--- config.mk ---
export PLATFORM = sky130hd
export DESIGN_NAME = rotate_sequencer
export DESIGN_NICKNAME = d
export VERILOG_FILES = /design/src/rtl/rotate_pkg.sv /design/src/rtl/rotate_sequencer.sv
export SDC_FILE = /design/constraint.sdc
export NUM_CORES = 1
export LEC_CHECK = 0
export ABC_AREA = 1
export CORE_AREA = 5 5 63 65
export DETAILED_ROUTE_END_ITERATION = 10
export DIE_AREA = 0 0 68 70
export PLACE_DENSITY = 0.78
export SLEW_MARGIN = 20
export SYNTH_ARGS = -nofsm -noshare
export SYNTH_HDL_FRONTEND = slang
export SYNTH_SLANG_ARGS = --single-unit
export TNS_END_PERCENT = 1
--- constraint.sdc ---
create_clock -name clk -period 1.8 [get_ports clk]
set_clock_uncertainty 0.2 [all_clocks]
set_input_delay 0.45 -clock clk [delete_from_list [all_inputs] [get_ports clk]]
set_output_delay 0.45 -clock clk [all_outputs]
set_load 0.005 [all_outputs]
--- src/rtl/rotate_pkg.sv ---
// Shared definitions for the rotate sequencer and its neighbours.
// Holds the FSM state encoding, rotation direction constants and
// the default pattern / step-count widths.
package rotate_pkg;

  typedef enum logic [1:0] {
    ST_IDLE = 2'd0,
    ST_RUN  = 2'd1,
    ST_DONE = 2'd2
  } state_t;

  localparam logic ROT_LEFT  = 1'b1;
  localparam logic ROT_RIGHT = 1'b0;

  localparam int DEFAULT_WIDTH = 8;
  localparam int DEFAULT_CNT_W = 8;

endpackage

--- src/rtl/rotate_sequencer.sv ---
// rotate_sequencer: holds a WIDTH-bit pattern and steps it through an
// external combinational rotator, one rotation per tick, for a commanded
// number of steps.
//
// Ports:
//   clk, reset                      clock, synchronous active-high reset
//   load_valid/load_data/load_ready pattern load handshake (IDLE, DONE)
//   cmd_valid/cmd_direction/cmd_distance/cmd_steps/cmd_ready
//                                   rotate command handshake (IDLE only)
//   tick                            step strobe, acts only in RUN
//   halt                            abort run, back to IDLE with state held
//   rot_in/rot_direction/rot_distance  operands to the external rotator
//   rot_out                         rotator result (combinational from rot_in)
//   pattern                         current registered pattern
//   busy, done, steps_left          status: RUN, one-cycle DONE, remaining steps
module rotate_sequencer
  import rotate_pkg::*;
#(
  parameter int WIDTH  = DEFAULT_WIDTH,
  parameter int DIST_W = $clog2(WIDTH),
  parameter int CNT_W  = DEFAULT_CNT_W
) (
  input  logic              clk,
  input  logic              reset,
  input  logic              load_valid,
  input  logic [WIDTH-1:0]  load_data,
  output logic              load_ready,
  input  logic              cmd_valid,
  input  logic              cmd_direction,
  input  logic [DIST_W-1:0] cmd_distance,
  input  logic [CNT_W-1:0]  cmd_steps,
  output logic              cmd_ready,
  input  logic              tick,
  input  logic              halt,
  output logic [WIDTH-1:0]  rot_in,
  output logic              rot_direction,
  output logic [DIST_W-1:0] rot_distance,
  input  logic [WIDTH-1:0]  rot_out,
  output logic [WIDTH-1:0]  pattern,
  output logic              busy,
  output logic              done,
  output logic [CNT_W-1:0]  steps_left
);

  state_t              state, state_next;
  logic [WIDTH-1:0]    pattern_next;
  logic [CNT_W-1:0]    steps_next;
  logic                dir_next;
  logic [DIST_W-1:0]   dist_next;
  logic                load_fire;
  logic                cmd_fire;

  // NOTE: every register here is updated with <= so all flops sample the
  // pre-edge values together; blocking assignments would create ordering races.
  // NOTE: all datapath registers are plain flops (no memory array), so they
  // are cleared by the synchronous reset like the state register.
  always_ff @(posedge clk) begin
    if (reset) begin
      state         <= ST_IDLE;
      pattern       <= '0;
      steps_left    <= '0;
      rot_direction <= ROT_RIGHT;
      rot_distance  <= '0;
    end else begin
      state         <= state_next;
      pattern       <= pattern_next;
      steps_left    <= steps_next;
      rot_direction <= dir_next;
      rot_distance  <= dist_next;
    end
  end

  // NOTE: every output of this block gets a default first, so no path can
  // leave a variable unassigned and infer a latch.
  always_comb begin
    state_next   = state;
    pattern_next = pattern;
    steps_next   = steps_left;
    dir_next     = rot_direction;
    dist_next    = rot_distance;

    load_ready = (state == ST_IDLE) || (state == ST_DONE);
    cmd_ready  = (state == ST_IDLE);
    load_fire  = load_valid && load_ready;
    cmd_fire   = cmd_valid && cmd_ready;

    unique case (state)
      ST_IDLE: begin
        // A simultaneous load and cmd both take effect; the run then starts
        // from load_data because rot_in follows the freshly loaded pattern.
        if (load_fire) pattern_next = load_data;
        if (cmd_fire) begin
          dir_next   = cmd_direction;
          dist_next  = cmd_distance;
          steps_next = cmd_steps;
          state_next = (cmd_steps != '0) ? ST_RUN : ST_DONE;
        end
      end
      ST_RUN: begin
        // halt wins over tick: abort without touching pattern or count.
        if (halt) begin
          state_next = ST_IDLE;
        end else if (tick) begin
          pattern_next = rot_out;
          steps_next   = steps_left - CNT_W'(1);
          if (steps_left == CNT_W'(1)) state_next = ST_DONE;
        end
      end
      ST_DONE: begin
        if (load_fire) pattern_next = load_data;
        state_next = ST_IDLE;
      end
      default: state_next = ST_IDLE;
    endcase
  end

  assign rot_in = pattern;
  assign busy   = (state == ST_RUN);
  assign done   = (state == ST_DONE);

endmodule

# --- After elaboration in Yosys (flattened, before gate mapping) ---
# Cells that the tools add are included.
classes:
  n_addsub: 1
  n_eq_ne: 9
  mux: 14
  reduce_logical: 12
op_table:
  columns: ["cell", "count"]
  rows:
  - ["$mux W8", 6]
  - ["$pmux W8 S2", 2]
  - ["$mux W2", 5]
  - ["$eq A8 B1 Y1 const B", 1]
  - ["$reduce_and A4 Y1", 2]
  - ["$reduce_bool A8 Y1", 1]
  - ["$sub A8 B1 Y8 const B", 1]
  - ["$ne A2 B1 Y1 const B", 2]
  - ["$ne A2 B2 Y1 const B", 2]
  - ["$pmux W2 S2", 1]
  - ["$reduce_bool A2 Y1", 2]
  - ["$ne A3 B2 Y1 const B", 1]
  - ["$ne A3 B3 Y1 const B", 1]
  - ["$reduce_and A3 Y1", 1]
  - ["$eq A2 B1 Y1 const B", 1]
  - ["$eq A2 B2 Y1 const B", 1]
  - ["$logic_and A1 B1 Y1", 2]
  - ["$logic_not A2 Y1", 1]
  - ["$reduce_and A2 Y1", 1]
  - ["$reduce_or A2 Y1", 1]
  - ["$logic_or A1 B1 Y1", 1]
totals:
  register_bits: 22
  inputBits: 34
  output_inout_bits: 32
  elab_cells: 41

# --- Depth between registers and ports, before layout ---
# Gate-level depths: netlist (run 1).
logic_depth:
  word_depth: 5
  mapped_depth: 8

# --- Worst setup path after synthesis (run 1) ---
# No wires, ideal clock.
synth_path:
  path_kind: "reg-to-reg"
  startpoint: "register steps_left[0]"
  endpoint: "register steps_left[2]"
  setup_ns: 0.128
  arrival_time_ns: 1.117
  slack_ns: 0.355
  stages_incl_launch_ff: 8
  path_buffers: 0
  period_less_slack_ns: 1.445
  cell_sequence: "dfxtp_1 inv_1 ha_1 inv_1 nor2_1 nand3b_1 o211ai_1 a21oi_1"
synth_via:
  elab_chain_len: 4
synth_rtl:
  columns: ["element", "line_no", "rtl"]
  rows:
  - ["start, declared", "rotate_sequencer.sv:42", "output logic [CNT_W-1:0] steps_left"]
  - ["start signal, assigned", "rotate_sequencer.sv:67", "steps_left <= steps_next;"]
  - ["$sub A8 B1 Y8", "rotate_sequencer.sv:105", "steps_next = steps_left - CNT_W'(1);"]
  - ["$mux W8", "rotate_sequencer.sv:103", "end else if (tick) begin"]
  - ["$mux W8", "rotate_sequencer.sv:101", "if (halt) begin"]
  - ["$pmux W8 S2", "rotate_sequencer.sv:87", "unique case (state)"]
# Every way passes these cells. The select of a mux whose other input is x is not followed.
# A chain may end at the register's enable or synchronous reset.

# --- Worst setup path in the final report (run 1) ---
layout_path:
  startpoint: "register state[1]"
  endpoint: "output port done"
layout_via:
  elab_chain_len: 1
layout_rtl:
  columns: ["element", "line_no", "rtl"]
  rows:
  - ["start, declared", "rotate_sequencer.sv:45", "state_t state, state_next;"]
  - ["start signal, assigned", "rotate_sequencer.sv:65", "state <= state_next;"]
  - ["$eq A2 B2 Y1", "rotate_sequencer.sv:119", "assign done = (state == ST_DONE);"]
  - ["end, declared", "rotate_sequencer.sv:41", "output logic done,"]
# Every way passes these cells.

==> metrics.txt, run 1 <==
peak supply drop 346 µV; Die Y-Extent around 70 µm; H-tree depth 1; initial antenna violation count 0; Slew Limit Headroom between 80% and 90%; sw frac between 20% and 30%; switching pwr 411 µW; Gate power share 33.0%; diodes inserted 0; Hold Path Class flip-flop to flip-flop; total power per unit cell area a little under 700 nW/µm²; Final setup viols 0; Crit-path slowest cell dfxtp_2; Overall Global Routing Usage 16.1%; crit path max fanout 3; hold path startpoint rot_distance[0]; NumNets Final 313; CP Launch Point state[1]; grt ovf 0; final non-filler cell total 322; Clk pin slew, worst setup/hold paths 0.12 ns; Fill cells 306; Synth Cell Area approximately 1300 µm²; Seq/Total Area, Yosys 34.9%; largest net degree at the start of global routing 16; clock root cell clkbuf_4; Skew-Pair Late Insertion Delay 0.31 ns; Syn Area/Cell 6.21 µm²; Worst path max stage delay between 0.3 and 0.4 ns; Arrival @ worst endpoint 1.08 ns; IO Port Bufs 65; DP HPWL 3.02 mm; Synth top area share 34.9%; Pleak ~1.0 nW; Seq cells post-synth 22; Routed Antenna Nets 0; CP required 1.15 ns; Final Cycle Share a little over nine tenths; total negative slack 0 ns; Fin. Hold Viols 0; Core Box Area 3280 µm²; Max clock buf depth 2; synth top area cells dfxtp_1, nand2_1, nor2_1; cell count after synthesis a little over 200; # DRC 0; first-pass GRT wire length 6.14 mm; Post-Place Cells 318; Worst Max-Slew Pin Slew approximately 0.26 ns; Synth area leader dfxtp_1; cell internal pwr 1.01 mW; WL/cell ~12 µm; Crit Path Class flip-flop to output port; Post-Syn Nets 239; Clock power frac a little over a quarter; Distinct cells, synth 22; layout cell share with drive strength beyond 1 18.8%; CP startpoint kind flip-flop; Die Wd around 70 µm; YS warnings 0; Max Clk Rate around 580 MHz; Seq pwr share 40.5%; final instance area around 2100 µm²; Final Slew Violations 0; gpl congestion 0.870; CTS buffer count 3; RSZ-0062 raised after global routing false; detailed-route via count between 1,000 and 1,500; pre-CTS WS -0.0705 ns; I/O pin cnt 66; DR iter-0 viols 99; R2R Path Start state[1]; row count 21; CTS tree built; Area Overhead vs Synth 63.6%; Routed WL 3.73 mm; Setup WS post-layout 0.0735 ns; dpl cell area 2020 µm²; CP endpoint kind output port; First-pass DRT Iterations 4; outcome complete, no violations; post-route minimum period 1.73 ns; die footprint 4760 µm²; Post-CTS Hold Fix Bufs 0; max-cap violation count 0; vias in the first global route 1,423; clock sink total 22; crit-path cells inv_1 > nor2_1 > clkdlybuf4s15_1; Initial Utilization about two fifths; vias per cell 4.57
## cells in the mapped netlist (all sizes together)
library cell	count
dfxtp	22
nor3	2
o211ai	1
clkbuf	3
nand3b	1
nand4	3
nand3	7
nand2	56
ha	2
clkinv	1
inv	16
buf	10
a21oi	11
o21ai	20
nor2	48
## sequential cells by signal, indices dropped and copies added, names as in the netlist
register	flops
state	2
rot_direction	1
pattern	8
steps_left	8
rot_distance	3
## kinds of logic (layout without fill, tap and decap cells)
logic type | after synthesis | in the layout | synth area share (%)
compound gates | 32 | 32 | 13.5
simple gates | 117 | 117 | 37.4
flops | 22 | 22 | 34.9
fa+ha+maj | 2 | 2 | 1.98
buf+inv | 30 | 103 | 12.2
## critical path, delay by kind of cell (launching register included)
kind	cells	cell delay (ns)
flip-flops	1	0.37
AND/OR/NAND/NOR	1	0.10
buffers and inverters	2	0.30
## final cells by class
cell class / count / area [µm²] / share of cell area [%]
Clock buffer: 3 / 22.5 / 1.09
Inverter: 17 / 63.8 / 3.09
Timing Repair Buffer: 82 / 752 / 36.4
Clock inverter: 1 / 30.0 / 1.46
Sequential cell: 22 / 470 / 22.8
Multi-Input combinational cell: 151 / 667 / 32.3
Tap cell: 46 / 57.6 / 2.79
## metrics by stage
step	hold slack [ns]	util [%]	total power, mW
2_1_floorplan	0.278	-	0.817
3_3_place_gp	0.261	61.5	1.09
3_5_place_dp	0.268	61.5	1.09
4_1_cts	0.285	62.8	1.44
5_1_grt	0.315	62.8	1.52
6_report	0.278	62.8	1.42
## power by group through the flow
stage	Clock [mW]	Combinational [mW]	Sequential, mW
floorplan	0	0.234	0.582
global placement	0	0.509	0.580
detailed placement	0	0.512	0.581
CTS	0.388	0.472	0.577
global route	0.407	0.527	0.585
finish	0.378	0.470	0.576
## final timing paths
path                          end  slack (ns)  cells after the start
setup / recovery             done        0.07                      3
hold / removal    rot_distance[0]        0.28                      2
setup reg to reg       pattern[7]        0.20                      9
hold reg to reg   rot_distance[0]        0.28                      2
## per-layer routing
layer / routed length (µm) / GRT usage [%]
met1: 1640 / 20.6
met2: 1900 / 27.4
met3: 154 / 1.60
met4: 34 / 5.74
met5: 0 / 0
## timing repair
item / CTS / global route
gates cloned: 0 / 0
setup buffers: 0 / 0
hold endpoints to repair: 0 / 0
setup endpoints to repair: 32 / 3
gates resized for setup: 54 / 4
## cell usage in the layout, fill, tap and decap left out, drive strengths merged
| cell | n |
|---|---|
| clkbuf | 4 |
| o21ai | 20 |
| dlymetal6s2s | 1 |
| nor2 | 48 |
| nand3b | 1 |
| o211ai | 1 |
| a21oi | 11 |
| dfxtp | 22 |
| nand3 | 7 |
| clkinv | 1 |
| dlygate4sd2 | 29 |
| nand4 | 3 |
| buf | 17 |
| ha | 2 |
| inv | 16 |
| nand2 | 56 |
| clkdlybuf4s50 | 33 |
| bufinv | 1 |
| clkdlybuf4s15 | 1 |
| nor3 | 2 |
Note: power is estimated with default switching activity, not from simulation.
==> run 2: changes to the inputs <==
--- a/config.mk
+++ b/config.mk
@@ -9,7 +9,8 @@
 export CORE_AREA = 5 5 63 65
 export DETAILED_ROUTE_END_ITERATION = 10
 export DIE_AREA = 0 0 68 70
-export PLACE_DENSITY = 0.78
+export PLACE_DENSITY = 0.82
+export SKIP_LAST_GASP = 1
 export SLEW_MARGIN = 20
 export SYNTH_ARGS = -nofsm -noshare
 export SYNTH_HDL_FRONTEND = slang
==> metrics.txt, run 2 (same netlist as run 1, synthesis figures left out) <==
clock sink total 22; Die Wd 68 µm; IO Port Bufs 65; total power per unit cell area 711 nW/µm²; Final setup viols 30; CP required 1.15 ns; Final Slew Violations 0; largest net degree at the start of global routing 16; outcome finished with violations; detailed-route via count about 1,500; Skew-Pair Late Insertion Delay ~0.31 ns; WL/cell about 12 µm; vias per cell 4.80; # resized after CTS 4; First-pass DRT Iterations 4; Clk pin slew, worst setup/hold paths between 0.1 and 0.15 ns; total negative slack -1.83 ns; Max Clk Rate 508 MHz; I/O pin cnt between 60 and 70; DP HPWL 3.09 mm; Post-CTS Hold Fix Bufs 0; vias in the first global route 1,481; Initial Utilization 38.4%; RSZ-0062 raised after global routing true; CTS tree built; largest registers pattern: 8 flops, steps_left: 8 flops, rot_distance: 3 flops; Pleak 0.932 nW; most used cells in the layout excluding fill and tap cells clkdlybuf4s50_1, nand2_1, nor2_1, dfxtp_1, o21ai_0; gpl congestion 0.918; Final Cycle Share 109%; first-pass GRT wire length 6.56 mm; layout cell share with drive strength beyond 1 10.3%; Fin. Hold Viols 0; Slew Limit Headroom 84.9%; Area Overhead vs Synth 64.0%; H-tree depth 1; CTS buffer count 3; Crit Path Class flip-flop to output port; row count 21; CP endpoint kind output port; CP startpoint kind flip-flop; Die Y-Extent 70 µm; Core Box Area 3280 µm²; Post-Place Cells 315; grt ovf 0; Setup WS post-layout -0.168 ns; final non-filler cell total 319; initial antenna violation count 0; Post-CTS Setup Bufs 0; violated checks negative setup slack; die footprint 4760 µm²; Overall Global Routing Usage between 15 and 20%; # DRC 0; Fill cells 287; clock root cell clkbuf_4; DR iter-0 viols slightly above 90; Hold Path Class flip-flop to flip-flop; max-cap violation count 0; commonest non-fill, non-tap cell in the layout clkdlybuf4s50_1; Arrival @ worst endpoint 1.32 ns; Routed Antenna Nets 0; diodes inserted 0; peak supply drop 328 µV; Routed WL 3.87 mm; Max clock buf depth 2; post-route minimum period 1.97 ns; Worst Max-Slew Pin Slew 0.226 ns; final core occ 63.0%; crit path max fanout 7; NumNets Final 310
## run 2: cell count changes in the layout (fill, tap and decap cells not counted)
cell,delta
clkdlybuf4s50_1,+30
dlygate4sd2_1,-28
dfxtp_1,+20
dfxtp_2,-20
buf_4,-4
buf_12,+1
clkbuf_2,-1
clkdlybuf4s15_1,-1
## run 2: worst paths after layout
path                      start             to  slack (ns)  cells after the start
setup / recovery       state[0]      cmd_ready       -0.17                      2
hold / removal    rot_direction  rot_direction        0.29                      2
setup reg to reg  steps_left[0]  steps_left[2]        0.19                      7
hold reg to reg   rot_direction  rot_direction        0.29                      2
## run 2: per-stage QoR
step,hold WS (ns),total power [mW],instance area (µm²),setup WS [ns]
2_1_floorplan,0.278,0.817,1260,0.355
6_report,0.293,1.47,2070,-0.168
3_5_place_dp,0.269,1.09,2010,-0.0863
5_1_grt,0.321,1.57,2070,-0.231
4_1_cts,0.296,1.48,2070,-0.199
3_3_place_gp,0.261,1.08,2010,-0.0730
## run 2: power breakdown
group | switching, mW | total, mW | internal (mW)
clock network | 0.164 | 0.389 | 0.225
logic | 0.222 | 0.510 | 0.288
registers | 0.0390 | 0.572 | 0.533
## run 2: final cells by class
type                            count  area, µm²  share of cell area [%]
Clock inverter                      1       30.0                    1.45
Multi-Input combinational cell    151        667                    32.2
Clock buffer                        3       22.5                    1.09
Timing Repair Buffer               79        782                    37.8
Sequential cell                    22        445                    21.5
Tap cell                           46       57.6                    2.78
Inverter                           17       63.8                    3.09
## run 2: critical path: stages, from the launching register on
cell             delay (ns)
dfxtp_4                0.40
nor2_2                 0.10
clkdlybuf4s50_1        0.51
## run 2: routing by layer
layer	wire length [µm]	part of all wire [%]	GRT usage (%)	vias to the layer above
li1	-	-	-	777
met1	1590	41	21.9	683
met2	1990	51	28.8	64
met3	210	5.4	1.60	8
met4	86	2.2	7.06	0
met5	0	0	0	-
